`src/rtl/cpu_pkg.sv`:
```
// cpu_pkg: shared opcodes, ALU/PC codes, FSM states and instruction field positions
package cpu_pkg;
   localparam logic [3:0] OP_NOP  = 4'h0, OP_MOV  = 4'h1, OP_MVI  = 4'h2, OP_ADD  = 4'h3,
                          OP_ADDI = 4'h4, OP_SUB  = 4'h5, OP_AND  = 4'h6, OP_OR   = 4'h7,
                          OP_XOR  = 4'h8, OP_SHL  = 4'h9, OP_SHR  = 4'hA, OP_JMPR = 4'hB,
                          OP_JMPA = 4'hC, OP_HALT = 4'hF;
   localparam logic [2:0] ALU_PASSB = 3'd0, ALU_ADD = 3'd1, ALU_SUB = 3'd2, ALU_AND = 3'd3,
                          ALU_OR    = 3'd4, ALU_XOR = 3'd5, ALU_SHL = 3'd6, ALU_SHR = 3'd7;
   localparam logic [1:0] PC_HOLD = 2'b00, PC_INC = 2'b01, PC_REL = 2'b10, PC_ABS = 2'b11;
   localparam int OP_MSB = 15, OP_LSB = 12, RD_MSB = 11, RD_LSB = 10;
   localparam int RS_MSB = 9, RS_LSB = 8, IMM_MSB = 7, IMM_LSB = 0;
   typedef enum logic [2:0] {S_IDLE, S_FETCH, S_DECODE, S_EXEC, S_WAIT, S_WB, S_HALT} state_t;
endpackage

```
`src/rtl/instr_decoder.sv`:
```
// instr_decoder: combinational opcode classification and control field decode
module instr_decoder
   import cpu_pkg::*;
(
   input  logic [3:0] opcode,
   output logic       is_alu,
   output logic       is_jump,
   output logic       is_halt,
   output logic [2:0] alu_func,
   output logic       alu_in_sel,
   output logic [1:0] pc_ctrl
);
   always_comb begin
      is_alu = 1'b1;
      is_jump = 1'b0;
      is_halt = 1'b0;
      alu_func = ALU_PASSB;
      alu_in_sel = 1'b0;
      pc_ctrl = PC_INC;
      case (opcode)
         OP_MOV:  ;
         OP_MVI:  alu_in_sel = 1'b1;
         OP_ADD:  alu_func = ALU_ADD;
         OP_ADDI: begin alu_func = ALU_ADD; alu_in_sel = 1'b1; end
         OP_SUB:  alu_func = ALU_SUB;
         OP_AND:  alu_func = ALU_AND;
         OP_OR:   alu_func = ALU_OR;
         OP_XOR:  alu_func = ALU_XOR;
         OP_SHL:  alu_func = ALU_SHL;
         OP_SHR:  alu_func = ALU_SHR;
         OP_JMPR: begin is_alu = 1'b0; is_jump = 1'b1; pc_ctrl = PC_REL; end
         OP_JMPA: begin is_alu = 1'b0; is_jump = 1'b1; pc_ctrl = PC_ABS; end
         OP_HALT: begin is_alu = 1'b0; is_halt = 1'b1; pc_ctrl = PC_HOLD; end
         default: is_alu = 1'b0;
      endcase
   end
endmodule

```
`src/rtl/control_unit.sv`:
```
// control_unit: multi-cycle fetch/decode/execute sequencer driving the CPU data path
module control_unit
   import cpu_pkg::*;
#(
   parameter int TIMEOUT = 15
) (
   input  logic        clk,
   input  logic        rst,
   input  logic        start,
   input  logic [15:0] instr,
   input  logic        instr_valid,
   input  logic        en_out,
   output logic        en_pc_pulse,
   output logic [1:0]  pc_ctrl,
   output logic        en_in_reg_group,
   output logic [3:0]  reg_en,
   output logic [1:0]  rd,
   output logic [1:0]  rs,
   output logic        alu_in_sel,
   output logic [2:0]  alu_func,
   output logic [7:0]  offset_addr,
   output logic        halted,
   output logic        fault
);
   state_t      state, state_nx;
   logic [15:0] ir;
   logic [3:0]  cnt;
   logic        is_alu, is_jump, is_halt, dec_sel, timeout;
   logic [2:0]  dec_func;
   logic [1:0]  dec_pc;
   instr_decoder u_dec (
      .opcode(ir[OP_MSB:OP_LSB]),
      .is_alu(is_alu),
      .is_jump(is_jump),
      .is_halt(is_halt),
      .alu_func(dec_func),
      .alu_in_sel(dec_sel),
      .pc_ctrl(dec_pc)
   );
   // WAIT lasts at most TIMEOUT cycles; the last one still accepts en_out
   assign timeout = cnt == 4'(TIMEOUT - 1);
   always_comb begin
      state_nx = state;
      case (state)
         S_IDLE:   state_nx = start ? S_FETCH : S_IDLE;
         S_FETCH:  state_nx = instr_valid ? S_DECODE : S_FETCH;
         S_DECODE: state_nx = is_alu ? S_EXEC : is_halt ? S_HALT : S_WB;
         S_EXEC:   state_nx = S_WAIT;
         S_WAIT:   state_nx = en_out ? S_WB : timeout ? S_HALT : S_WAIT;
         S_WB:     state_nx = S_FETCH;
         S_HALT:   state_nx = start ? S_FETCH : S_HALT;
         default:  state_nx = S_IDLE;
      endcase
   end
   always_ff @(posedge clk) begin
      if (!rst) begin
         state <= S_IDLE;
         ir <= '0;
         cnt <= '0;
         fault <= 1'b0;
         rd <= '0;
         rs <= '0;
         alu_func <= '0;
         alu_in_sel <= 1'b0;
         offset_addr <= '0;
      end else begin
         state <= state_nx;
         cnt <= state == S_WAIT ? cnt + 4'd1 : 4'd0;
         if (state == S_FETCH && instr_valid) ir <= instr;
         if (state == S_WAIT && state_nx == S_HALT) fault <= 1'b1;
         else if (state == S_HALT && start) fault <= 1'b0;
         if (state == S_DECODE) begin
            rd <= ir[RD_MSB:RD_LSB];
            rs <= ir[RS_MSB:RS_LSB];
            alu_func <= dec_func;
            alu_in_sel <= dec_sel;
            offset_addr <= ir[IMM_MSB:IMM_LSB];
         end
      end
   end
   assign en_in_reg_group = state == S_EXEC;
   assign en_pc_pulse = state == S_WB;
   assign pc_ctrl = state != S_WB ? PC_HOLD : is_jump ? dec_pc : PC_INC;
   assign reg_en = (state == S_WB && is_alu) ? 4'b0001 << rd : 4'b0000;
   assign halted = state == S_HALT;
endmodule

```
`config.mk`:
```
export PLATFORM = sky130hd
export DESIGN_NAME = control_unit
export DESIGN_NICKNAME = d
export VERILOG_FILES = /design/src/rtl/cpu_pkg.sv /design/src/rtl/instr_decoder.sv /design/src/rtl/control_unit.sv
export SDC_FILE = /design/constraint.sdc
export NUM_CORES = 1
export LEC_CHECK = 0
export ABC_AREA = 1
export CAP_MARGIN = 30
export CORE_ASPECT_RATIO = 0.5
export CORE_MARGIN = 10
export CORE_UTILIZATION = 30
export CTS_CLUSTER_SIZE = 25
export DETAILED_ROUTE_END_ITERATION = 12
export MAX_ROUTING_LAYER = met4
export PLACE_DENSITY = 0.57
export SLEW_MARGIN = 30
export SYNTH_ARGS = -nofsm -noshare
export SYNTH_HDL_FRONTEND = slang
export SYNTH_SLANG_ARGS = --single-unit
export TNS_END_PERCENT = 100
```
`constraint.sdc`:
```
create_clock -name clk -period 1 [get_ports clk]
set_input_delay 0.2 -clock clk [delete_from_list [all_inputs] [get_ports clk]]
set_output_delay 0.2 -clock clk [all_outputs]
set_load 0.05 [all_outputs]
```
==> metrics.md, run 1 <==
| Metric | Value |
|---|---|
| Die width | `128 um` |
| Area leader, netlist | `dfxtp_1` |
| Hold Path Class | `register to register` |
| Number of port buffers | `46` |
| Initial antenna violation count | `0` |
| Hold Path Sink | `rs[1]$_SDFFE_PN0P_` |
| Met3 WL | `192 um` |
| RePlAce Congestion | `0.833` |
| First-pass GRT wire length | `8610 um` |
| Hold_sp | `ir[9]$_SDFFE_PN0P_` |
| Post-synthesis cell count | `223` |
| Initial Util | `31.4%` |
| Hold depth | `2` |
| IO Pins | `47` |
| Worst Setup Slack, final | `-0.568 ns` |
| Syn Nets | `246` |
| Die Y-Extent | `74.0 um` |
| Worst Path Class, Setup | `register to output pin` |
| Critical Path AT | `1.37 ns` |
| Final Hold Viols | `0` |
| Pins Over Slew Limit | `0` |
| Num Clock Sinks | `40` |
| Final min period | `1.57 ns` |
| ANT cells | `0` |
| Rows | `19` |
| CP startpoint | `ir[13]$_SDFFE_PN0P_` |
| Crit start category | `register` |
| Worst vdd ir | `771 uV` |
| Drt via density | `4.69` |
| PD cells | `1310 nW/um^2` |
| Least-Margin Pin Slew | `0.376 ns` |
| LEAKAGE | `1.38 nW` |
| CTS H-Tree Depth | `2` |
| Mapped Area | `1750 sq um` |
| FF-to-FF path depth | `7` |
| Max_cap viols | `0` |
| Netlist cell types | `27` |
| DR vias | `1845` |
| Mean Syn Cell Area | `7.84 sq um` |
| Share of layout cells above drive strength 1 | `62.5%` |
| Fmax | `638 MHz` |
| DRT Pass-1 Iters | `4` |
| DRC | `0` |
| Overall routing resource usage | `11.9%` |
| Leading post-synthesis cells by cell area | `dfxtp_1, nor2_1, nand2_1` |
| Total CTS buffers | `5` |
| Slew HR | `74.8%` |
| Reg2reg start | `state[0]$_SDFF_PN0_` |
| Die area | `9470 sq um` |
| Post-synthesis mux area share | `0%` |
| Violated checks | `negative setup slack` |
| Iter 0 DRT Violations | `43` |
| Reg2Reg Setup Slack | `-0.37 ns` |
| Clk slew on worst S/H paths | `0.06 ns` |
| Routed WL | `5620 um` |
| Fillers | `440` |
| Final setup viols | `51` |
| Yosys top cell area share | `45.8%` |
| Synth Area in Adders | `1.43%` |
| Area grow syn2layout | `107%` |
| CTS tree | `done` |
| Post-synthesis compound-gate area fraction | `18.4%` |
| Final #Nets | `342` |
| Synth Area in Simple Gates | `25.6%` |
| Ys Warns | `0` |
| Overflow after GRT | `0` |
| CP Max Fanout | `4` |
| Run status | `finished, violations left` |
| Vias in the first global route | `1788` |
| Core footprint | `5560 sq um` |
| Tcrit/Tclk final | `157%` |
| Largest net degree at the start of global routing | `15` |
| Root Buffer | `clkbuf_16` |
| Top sig layer | `met4` |
| Register area share after synthesis | `45.8%` |
| Routed len/inst | `14.3 um` |
| Clk buf depth | `2` |
| RSZ-0062 raised after global routing | `yes` |
| Met2 WL post-DR | `2920 um` |
| Final Skew | `0.00470 ns` |
| R2R Path End | `ir[13]$_SDFFE_PN0P_` |
| Worst Path Required | `0.80 ns` |
| Fin util | `65.2%` |
| Wl on met1 | `2380 um` |
| Antenna Nets Post-Route | `0` |
| Final HPWL DP | `3720 um` |
| Synth Area in XOR/XNOR | `0.501%` |
| Crit end category | `output pin` |
| Count of state elements after synthesis | `40` |
| Setup_tns | `-16.34 ns` |
| Worst-Skew Late Latency | `0.29 ns` |
| Largest family of logic cells by synthesized area | `simple AND/OR/NAND/NOR gates` |
routing by layer:
| metal | GRT usage [%] | up-vias |
|---|---|---|
| met5 | - | - |
| li1 | - | 928 |
| met1 | 13.3 | 864 |
| met3 | 2.84 | 14 |
| met4 | 6.20 | 0 |
| met2 | 19.7 | 39 |
logic make-up (layout without fill, tap and decap cells):
family                     Yosys count  after routing
AOI/OAI and AO/OA                   56             56
buffers and inverters               27            124
DFF                                 40             40
and+or+nand+nor                     97             97
xor gates and xnor gates             1              1
adders and majority gates            2              2
stage by stage:
step                      power (mW)  std cells  instance area [sq um]  setup slack [ns]  hold WS, ns
final                           4.73        393                   3620            -0.568        0.455
after global routing            4.94        393                   3620            -0.628        0.475
after CTS                       4.59        384                   3250            -0.577        0.459
after detailed placement        2.60        369                   2880            -0.411        0.459
after global placement          2.59        369                   2880            -0.382        0.454
after floorplan                 2.22        223                   1850            -0.743        0.346
worst max-delay path: stages, from the launching register on:
cell and delay (ns):
dfxtp_4 0.36, nand2_2 0.08, nand2_1 0.06, nand2_2 0.09
nand3_4 0.13, nor3_4 0.18, buf_12 0.16
worst max-delay path by stage:
stage,endpoint,cells after the start
2_1_floorplan,reg_en[0],6
3_3_place_gp,ir[2]$_SDFFE_PN0P_,5
3_5_place_dp,ir[1]$_SDFFE_PN0P_,5
4_1_cts,reg_en[1],6
5_1_grt,reg_en[2],6
6_report,reg_en[1],6
registers in the layout (all words and copies together) (netlist names):
| name | cells |
|---|---|
| rd | 2 |
| ir | 16 |
| alu_in_sel | 1 |
| fault | 1 |
| rs | 2 |
| offset_addr | 8 |
| state | 3 |
| cnt | 4 |
| alu_func | 3 |
cell type report:
type | instances | area [sq um] | share of cell area (%)
clock buffers | 5 | 125 | 3.45
flip-flops and latches | 40 | 857 | 23.6
clock inverters | 3 | 46.3 | 1.28
repair inverters | 2 | 25.0 | 0.690
inverters | 18 | 98.8 | 2.73
well taps | 73 | 91.3 | 2.52
repair buffers | 96 | 1240 | 34.1
multi-input cells | 156 | 1140 | 31.6
cells in the mapped netlist:
| library cell | number |
|---|---|
| nor3_1 | 4 |
| clkbuf_1 | 2 |
| buf_2 | 2 |
| a21oi_2 | 10 |
| o21ai_1 | 12 |
| buf_4 | 3 |
| o21ai_0 | 13 |
| dfxtp_1 | 40 |
| nand2_1 | 31 |
| nand4_1 | 3 |
| buf_6 | 1 |
| nand3_4 | 1 |
| a21oi_1 | 20 |
| nand2_2 | 8 |
| nand4_4 | 1 |
| inv_4 | 2 |
| inv_1 | 13 |
| nor2_1 | 40 |
| inv_2 | 3 |
| nor2_2 | 2 |
| or2_2 | 1 |
| nand3_2 | 1 |
| xnor2_1 | 1 |
| a311oi_1 | 1 |
| nand3_1 | 5 |
| buf_12 | 1 |
| ha_1 | 2 |
placed cells by master (no fill, tap or decap), types with 12 or more instances in the layout:
cell             count
a21oi_2             17
buf_12              30
buf_4               31
buf_6               12
clkdlybuf4s50_1     20
dfxtp_1             17
dfxtp_2             12
nand2_1             16
nand2_2             18
nor2_1              35
o21ai_2             19
report_power, final:
group          internal [mW]  leakage, nW  switching [mW]
registers               1.67        0.339          0.0779
clock network           1.19       0.0804           0.682
logic                  0.549        0.965           0.568
total                   3.41         1.38            1.33
repair_timing:
action | in CTS | in global routing
resized for setup | 46 | 94
setup endpoints to repair | 66 | 56
cloned | 3 | 1
hold buffers | 0 | 0
pin swaps | 2 | 7
setup buffers | 4 | 8
No activity file was read; power rests on OpenSTA's default activity.
==> run 2, diff against run 1 <==
--- a/config.mk
+++ b/config.mk
@@ -6,7 +6,6 @@
 export NUM_CORES = 1
 export LEC_CHECK = 0
 export ABC_AREA = 1
-export CAP_MARGIN = 30
 export CORE_ASPECT_RATIO = 0.5
 export CORE_MARGIN = 10
 export CORE_UTILIZATION = 30
==> constraint.sdc (replaced) <==
create_clock -name clk -period 1 [get_ports clk]
set_input_delay 0.15 -clock clk [delete_from_list [all_inputs] [get_ports clk]]
set_output_delay 0.15 -clock clk [all_outputs]
set_load 0.05 [all_outputs]
==> run 2 against run 1 <==
Against the previous run: the run still ends with negative setup slack left; maximum frequency increased by 5.0%; combinational power decreased by 14%; total power decreased by 2.9%; final cell count decreased by 2.5%; sequential share of layout area increased by 1.4 points; routed wire length decreased by 7.4%; design area decreased by 8.4%; highest routed layer unchanged; critical path depth unchanged; setup slack improved by 0.074 ns; utilization decreased by 5.5 points.
==> metrics.md, run 2 (synthesized netlist as in run 1, its figures left out) <==
| Metric | Value |
|---|---|
| Run status | `finished, violations left (unchanged)` |
| Violated checks | `negative setup slack (unchanged)` |
| CP Max Fanout | `4 (unchanged)` |
| Worst Path Required | `0.85 ns (was 0.80 ns)` |
| IO Pins | `47 (unchanged)` |
| Share of layout cells above drive strength 1 | `49.7% (was 62.5%)` |
| Least-Margin Pin Slew | `0.292 ns (was 0.376 ns)` |
| Final Instance Area | `3320 sq um (was 3620 sq um)` |
| Drt via density | `4.62 (was 4.69)` |
| Critical Path AT | `1.34 ns (was 1.37 ns)` |
| Core footprint | `5560 sq um (unchanged)` |
| Total CTS buffers | `5 (unchanged)` |
| Largest register FFs | `16 (unchanged)` |
| Die Y-Extent | `74.0 um (unchanged)` |
| Overflow after GRT | `0 (unchanged)` |
| PD cells | `1380 nW/um^2 (was 1310 nW/um^2)` |
| Clk slew on worst S/H paths | `0.06 ns (about the same)` |
| Antenna Nets Post-Route | `0 (unchanged)` |
| Number of port buffers | `46 (unchanged)` |
| Fmax | `669 MHz (was 638 MHz)` |
| Crit end category | `output pin (unchanged)` |
| RSZ-0062 raised after global routing | `yes (unchanged)` |
| CTS H-Tree Depth | `2 (unchanged)` |
| Inst Count DP | `366 (was 369)` |
| DRC | `0 (unchanged)` |
| Hold Path Class | `register to register (unchanged)` |
| Iter 0 DRT Violations | `54 (was 43)` |
| Worst Path Class, Setup | `register to output pin (unchanged)` |
| Final setup viols | `47 (was 51)` |
| Final min period | `1.49 ns (was 1.57 ns)` |
| Die width | `128 um (unchanged)` |
| Die area | `9470 sq um (unchanged)` |
| Overall routing resource usage | `11.7% (was 11.9%)` |
| Fillers | `487 (was 440)` |
| DRT Pass-1 Iters | `4 (unchanged)` |
| ANT cells | `0 (unchanged)` |
| Max_cap viols | `0 (unchanged)` |
| Hold_sp | `ir[1]$_SDFFE_PN0P_ (was ir[9]$_SDFFE_PN0P_)` |
| CTS Hold Bufs | `0 (unchanged)` |
| Vias in the first global route | `1789 (was 1788)` |
| Initial Util | `31.4% (unchanged)` |
| Routed WL | `5200 um (was 5620 um)` |
| Area grow syn2layout | `90.0% (was 107%)` |
| Final Skew | `0.00293 ns (was 0.00470 ns)` |
| Biggest regs | `ir x16, offset_addr x8, cnt x4 (unchanged)` |
| Pins Over Slew Limit | `0 (unchanged)` |
| Setup_tns | `-12.88 ns (was -16.34 ns)` |
| Crit start category | `register (unchanged)` |
| DR vias | `1771 (was 1845)` |
| Largest reg by FF count | `ir (unchanged)` |
| Final HPWL DP | `3770 um (was 3720 um)` |
| Worst-Skew Late Latency | `0.29 ns (about the same)` |
| First-pass GRT wire length | `8580 um (was 8610 um)` |
| Initial antenna violation count | `0 (unchanged)` |
| Reg2reg start | `state[0]$_SDFF_PN0_ (unchanged)` |
| Clk buf depth | `2 (unchanged)` |
| RePlAce Congestion | `0.828 (was 0.833)` |
| Final #Nets | `332 (was 342)` |
| Commonest non-fill, non-tap cell in the layout | `nor2_1 (unchanged)` |
| Largest net degree at the start of global routing | `15 (unchanged)` |
| Post-Layout Cell Count | `383 (was 393)` |
| Worst Setup Slack, final | `-0.494 ns (was -0.568 ns)` |
| Most frequent cells in the layout | `nor2_1, buf_12, buf_4 (was nor2_1, buf_4, buf_12)` |
| CP startpoint | `ir[12]$_SDFFE_PN0P_ (was ir[13]$_SDFFE_PN0P_)` |
| Root Buffer | `clkbuf_16 (unchanged)` |
| Worst vdd ir | `798 uV (was 771 uV)` |
| Num Clock Sinks | `40 (unchanged)` |
| LEAKAGE | `1.29 nW (was 1.38 nW)` |
| Total power | `4.60 mW (was 4.73 mW)` |
| Placed Area | `2850 sq um (was 2880 sq um)` |
| Fin util | `59.7% (was 65.2%)` |
| Slew HR | `80.5% (was 74.8%)` |
| Tcrit/Tclk final | `149% (was 157%)` |
| Routed len/inst | `13.6 um (was 14.3 um)` |
| CTS tree | `done (unchanged)` |
| Final Hold Viols | `0 (unchanged)` |
| Rows | `19 (unchanged)` |
run 2: through the flow:
| stage | hold slack [ns] | worst slack, ns |
|---|---|---|
| after global placement | 0.452 | -0.328 |
| final | 0.455 | -0.494 |
| after floorplan | 0.296 | -0.693 |
| after CTS | 0.459 | -0.552 |
| after global routing | 0.468 | -0.565 |
| after detailed placement | 0.459 | -0.366 |
run 2: area by class of cell:
type	instances	area, sq um	area share [%]
flip-flops and latches	40	831	25.0
clock inverters	3	46.3	1.39
repair inverters	2	22.5	0.678
clock buffers	5	125	3.77
repair buffers	86	1120	33.8
inverters	18	88.8	2.68
multi-input cells	156	993	29.9
well taps	73	91.3	2.75
run 2: report_power, final:
group	total, mW	internal, mW	switching (mW)
sequential	1.76	1.69	0.0782
clock	1.87	1.19	0.684
combinational	0.962	0.469	0.493
total	4.60	3.34	1.25
run 2: per-layer routing:
metal | GRT usage, % | vias to the layer above | part of all wire (%)
met5 | - | - | 0
met4 | 5.33 | 0 | 2.2
met3 | 2.98 | 9 | 3.4
met2 | 20.3 | 28 | 51
met1 | 12.6 | 826 | 44
li1 | - | 908 | -
run 2: worst max-delay path, stage by stage, from the launching register on:
cell and delay [ns]:
dfxtp_4 0.36, nand2_4 0.07, nand2_2 0.05, nand2_2 0.09, nand3_4 0.14, nor3_4 0.19
buf_12 0.16
run 2: final timing paths:
| path | endpoint | slack, ns | depth (start not counted) |
|---|---|---|---|
| worst max-delay path | reg_en[2] | -0.49 | 6 |
| worst min-delay path | offset_addr[1]$_SDFFE_PN0P_ | 0.46 | 2 |
| worst max register to register | alu_func[0]$_SDFFE_PN0P_ | -0.32 | 7 |
| worst min register to register | offset_addr[1]$_SDFFE_PN0P_ | 0.46 | 2 |
run 2: timing repair:
item	in CTS	in global routing
setup endpoints to repair	53	55
resized for setup	44	29
gates cloned	3	1
buffers inserted	4	1
pin swaps	9	4
